`src/rtl/burst_slave_mem.sv`:
```
// Burst responder: accepts single-request write/read bursts and backs them with
// an internal register-file memory, streaming read beats under ready/valid.
module burst_slave_mem #(
    parameter int DATA_W = 32,
    parameter int ADDR_W = 4,
    parameter int LEN_W  = 4
) (
    input  logic              clock,
    input  logic              reset,
    input  logic              io_req_valid,
    output logic              io_req_ready,
    input  logic              io_req_wr,
    input  logic [ADDR_W-1:0] io_req_addr,
    input  logic [LEN_W-1:0]  io_req_len,
    input  logic              io_wdata_valid,
    input  logic [DATA_W-1:0] io_wdata,
    output logic              io_wdata_ready,
    output logic              io_rdata_valid,
    output logic [DATA_W-1:0] io_rdata,
    input  logic              io_rdata_ready,
    output logic              io_done,
    output logic              io_err
);

    localparam int unsigned DEPTH = 1 << ADDR_W;

    localparam logic [1:0] S_IDLE  = 2'd0;
    localparam logic [1:0] S_WRITE = 2'd1;
    localparam logic [1:0] S_READ  = 2'd2;
    localparam logic [1:0] S_DONE  = 2'd3;

    logic [1:0]        r_state;
    logic [ADDR_W-1:0] r_addr;
    logic [LEN_W-1:0]  r_cnt;
    logic              r_err;
    logic [DATA_W-1:0] r_mem [DEPTH];

    logic w_req_fire;
    logic w_last;

    always_comb begin
        // Held reset masks acceptance even though state already reads IDLE.
        io_req_ready   = (r_state == S_IDLE) && !reset;
        io_wdata_ready = (r_state == S_WRITE);
        io_rdata_valid = (r_state == S_READ);
        io_rdata       = (r_state == S_READ) ? r_mem[r_addr] : '0;
        io_done        = (r_state == S_DONE);
        io_err         = (r_state == S_DONE) && r_err;
        w_req_fire     = io_req_valid && io_req_ready;
        w_last         = (r_cnt == LEN_W'(1));
    end

    always_ff @(posedge clock) begin
        if (reset) begin
            r_state <= S_IDLE;
            r_addr  <= '0;
            r_cnt   <= '0;
            r_err   <= 1'b0;
            r_mem   <= '{default: '0};
        end else begin
            case (r_state)
                S_IDLE: begin
                    if (w_req_fire) begin
                        r_addr <= io_req_addr;
                        r_cnt  <= io_req_len;
                        if (io_req_len == '0) begin
                            r_err   <= 1'b1;
                            r_state <= S_DONE;
                        end else begin
                            r_err   <= 1'b0;
                            r_state <= io_req_wr ? S_WRITE : S_READ;
                        end
                    end
                end
                S_WRITE: begin
                    if (io_wdata_valid) begin
                        r_mem[r_addr] <= io_wdata;
                        r_addr        <= r_addr + ADDR_W'(1);
                        r_cnt         <= r_cnt - LEN_W'(1);
                        if (w_last) begin
                            r_state <= S_DONE;
                        end
                    end
                end
                S_READ: begin
                    if (io_rdata_ready) begin
                        r_addr <= r_addr + ADDR_W'(1);
                        r_cnt  <= r_cnt - LEN_W'(1);
                        if (w_last) begin
                            r_state <= S_DONE;
                        end
                    end
                end
                default: begin
                    r_state <= S_IDLE;
                end
            endcase
        end
    end

endmodule

```
`config.mk`:
```
export PLATFORM = sky130hd
export DESIGN_NAME = burst_slave_mem
export DESIGN_NICKNAME = d
export VERILOG_FILES = /design/src/rtl/burst_slave_mem.sv
export SDC_FILE = /design/constraint.sdc
export NUM_CORES = 1
export LEC_CHECK = 0
export ABC_AREA = 1
export ABC_CLOCK_PERIOD_IN_PS = 2500
export CORE_AREA = 3 3 319 321
export DETAILED_ROUTE_END_ITERATION = 10
export DIE_AREA = 0 0 322 324
export GPL_TIMING_DRIVEN = 0
export PLACE_DENSITY = 0.48
export SYNTH_ARGS = -nofsm -noshare
export SYNTH_HDL_FRONTEND = slang
export SYNTH_SLANG_ARGS = --single-unit
export TNS_END_PERCENT = 30
```
`constraint.sdc`:
```
create_clock -name clock -period 2.5 [get_ports clock]
set_input_delay 0.5 -clock clock [delete_from_list [all_inputs] [get_ports clock]]
set_output_delay 0.5 -clock clock [all_outputs]
set_load 0.005 [all_outputs]
```
==> results.json <==
{
  "rsz0062_at_grt": "true",
  "clk_pin_slew_ns": 0.06,
  "dieArea_um2": 104000,
  "insertion_delay_ns": 0.63,
  "violations": "setup timing",
  "ant_nets": 0,
  "pre_cts_slack_ns": -1.06,
  "seq_area_frac_synth_pct": 42.5,
  "wl_per_cell_um": 20.9,
  "ir_drop_uv": 599,
  "relSlewSlack_pct": 39.6,
  "synth-seq-cells": 523,
  "cts.sinks": 523,
  "die_w_um": 322,
  "core-area_um2": 99600,
  "detail_route.first_pass.iterations": 5,
  "dp_hpwl_um": 81500,
  "setup_viol": 114,
  "start_util_pct": 24.8,
  "layout.cells.non_filler": 5346,
  "postRouteWirelength_um": 112000,
  "cp.required_ns": 2.00,
  "synth_nets": 3866,
  "clk_path_buf_depth": 3,
  "r2r-end": "r_mem[114]",
  "final_core_util_pct": 31.5,
  "drive_above_1_share_pct": 15.1,
  "synthTopCellsByCount": "1002 x nor2_1, 769 x nand2_1, 526 x o21ai_0",
  "worst_slack_ns": -0.565,
  "ys_top_cells_by_area": "dfxtp_1 42%, nor2_1 15%, nand2_1 12%",
  "syn_inst": 3810,
  "synth_ff_type": "dfxtp_1",
  "die_h_um": 324,
  "place_congestion": 0.906,
  "holdPathStages": 2,
  "io_buffers": 82,
  "ys_types": 26,
  "min_to": "r_mem[234]",
  "fin_crit_sh_pct": 123,
  "gr-total-overflow": 0,
  "cpMostUsedCell": "nand2_1",
  "synth_top_area_cell": "dfxtp_1",
  "worstSetupPathDepth": 13,
  "powerDensity_nw_per_um2": 997,
  "async_reset_ff_share_pct": 0,
  "drv_cap": 0,
  "synth_edf_count": 0,
  "outcome": "finished, violations left",
  "syn-cell-area_um2": 24700,
  "grt_usage_pct": 20.7,
  "nNetsFinal": 4053,
  "cts_tree": "yes",
  "cp_slowest_cell": "dfxtp_4",
  "cpLargestDelayFamily": "buffers and inverters",
  "hold_viol_final": 0,
  "vias_per_cell": 4.69,
  "r2r-start": "r_addr[0]",
  "critPathLaunchType": "flop",
  "min-delay-start": "r_mem[234]",
  "synth_top_area_share_pct": 42.5,
  "crit_type": "reg2out",
  "vias": 25100,
  "clock.fmax_mhz": 326,
  "grt_max_degree": 15,
  "drt_iter0_drc": 1967,
  "antenna_found_initial": 4,
  "p_leak_nw": 12.1,
  "hp-class": "reg2reg",
  "htreeDepth": 2,
  "drc": 0,
  "placed_cells": 5190,
  "grt_first_pass_wirelength_um": 159000,
  "cp-end-kind": "output pin",
  "crit_fanout": 7,
  "fin_skew_ns": 0.0128,
  "final-max-slew-violation-count": 0,
  "total_power_mw": 31.3,
  "max_slew.worst_pin.slew_ns": 0.906,
  "finalSetupTns_ns": -17.58,
  "cp_num_buf_inv": 5,
  "rr_worst_depth": 14,
  "synth_most_common_cell": "nor2_1",
  "critPathArrivalTime_ns": 2.56,
  "slowest_delay_ns": 0.42,
  "finalCriticalPeriod_ns": 3.06,
  "clockRootBuffer": "clkbuf_16",
  "crit_path_cell_trace": "buf_12 > buf_16 > buf_8 > buf_12 > nor2_4 > nor2_2 > nand2_1 > nand2_1 > nand2_1 > nand2_1 > nor2_2 > nor2_4 > buf_2",
  "cts_made_buffers": 60,
  "syn_area_per_cell_um2": 6.47,
  "io_pins": 83,
  "rows": 116,
  "r2r_slack_ns": -0.09,
  "syn2layout_area_growth_pct": 27.3,
  "yosysWarnings": 0,
  "grt_pass1_vias": 23000
}
==> layer usage <==
metal	vias up	global-route usage [%]	share of wire (%)
met5	-	0	0
met4	0	5.82	3.0
met3	187	3.03	6.9
met2	783	34.5	46
met1	11800	27.9	44
li1	12300	-	-
==> worst reg2reg max path: stages (launching register included) <==
cell       delay (ns)
dfxtp_4          0.42
buf_12           0.20
inv_6            0.07
buf_16           0.17
buf_4            0.18
clkbuf_16        0.15
buf_4            0.16
ha_1             0.23
nand3_4          0.12
clkinv_8         0.12
nand2_2          0.13
buf_12           0.16
buf_8            0.18
o21ai_1          0.07
a21oi_1          0.15
==> state kept, by name, summed over array words and instances, names as in the netlist <==
register,count
r_mem,512
r_state,2
r_err,1
r_addr,4
r_cnt,4
==> kinds of logic (layout without fill, tap and decap cells) <==
kind of cell / Yosys count / in the layout / synth area share (%)
other cells: 0 / 1 / 0
flops: 523 / 523 / 42.5
simple gates: 1839 / 1839 / 29.0
compound gates: 855 / 855 / 17.4
buf+inv: 582 / 819 / 10.6
xor+xnor: 1 / 1 / 0.0355
fa+ha+maj: 10 / 10 / 0.508
==> placed cells by master (no fill, tap or decap), types with 10 or more instances in the layout <==
cell type        Yosys  final
buf_8                0     19
buf_4               26     48
clkbuf_2            10     19
clkbuf_16            0     70
nand3_2              1     16
o21ai_1             62     66
dfxtp_1            523    521
clkbuf_1           132    125
buf_12               0     37
nand3_1             42     26
nand2_1            769    687
buf_2               93     78
nand2_2              7     87
inv_1              276    276
nor2_2               0     57
nor2_4               1     36
clkbuf_8             0     11
o21ai_2              0     26
clkdlybuf4s50_1      0     50
nand2_4             11     10
buf_6               27     37
nor2_1            1002    910
o21ai_0            526    495
a21oi_1            267    267
==> through the flow <==
| step | hold slack, ns | area [µm²] |
|---|---|---|
| 2_1_floorplan | 0.429 | 24700 |
| 3_3_place_gp | 0.439 | 27100 |
| 3_5_place_dp | 0.443 | 27100 |
| 4_1_cts | 0.453 | 30400 |
| 5_1_grt | 0.464 | 31400 |
| 6_report | 0.450 | 31400 |
==> worst max-delay path by stage <==
stage / start / to / slack [ns]
2_1_floorplan: r_addr[0] / r_mem[112] / 0.65
3_3_place_gp: r_addr[0] / io_rdata[17] / -1.09
3_5_place_dp: r_addr[0] / io_rdata[17] / -1.06
4_1_cts: r_addr[0] / io_rdata[20] / -0.57
5_1_grt: r_addr[0] / io_rdata[18] / -0.61
6_report: r_addr[0] / io_rdata[1] / -0.56
==> power by group <==
group | total (mW) | internal, mW | switching [mW]
clock network | 9.12 | 5.37 | 3.75
logic | 13.5 | 4.92 | 8.54
registers | 8.73 | 8.57 | 0.155
==> layout make-up <==
type	count	area, µm²
Tap cell	1298	1620
Inverter	292	1140
Fill cell	11100	68200
Buffer	287	2290
Clock buffer	95	1740
Multi-Input combinational cell	2705	12400
Timing Repair Buffer	128	1450
Antenna cell	1	2.50
Clock inverter	17	245
Sequential cell	523	10500
==> timing repair <==
action                                  CTS  global route
hold buffers                              0             0
endpoints found under the hold margin     0             0
gates resized for setup                 455           295
pin swaps                                71           133
gates cloned                              9             8
endpoints found under the setup margin  399           237
setup buffers                            17            14
(Power assumes the default switching activity.)
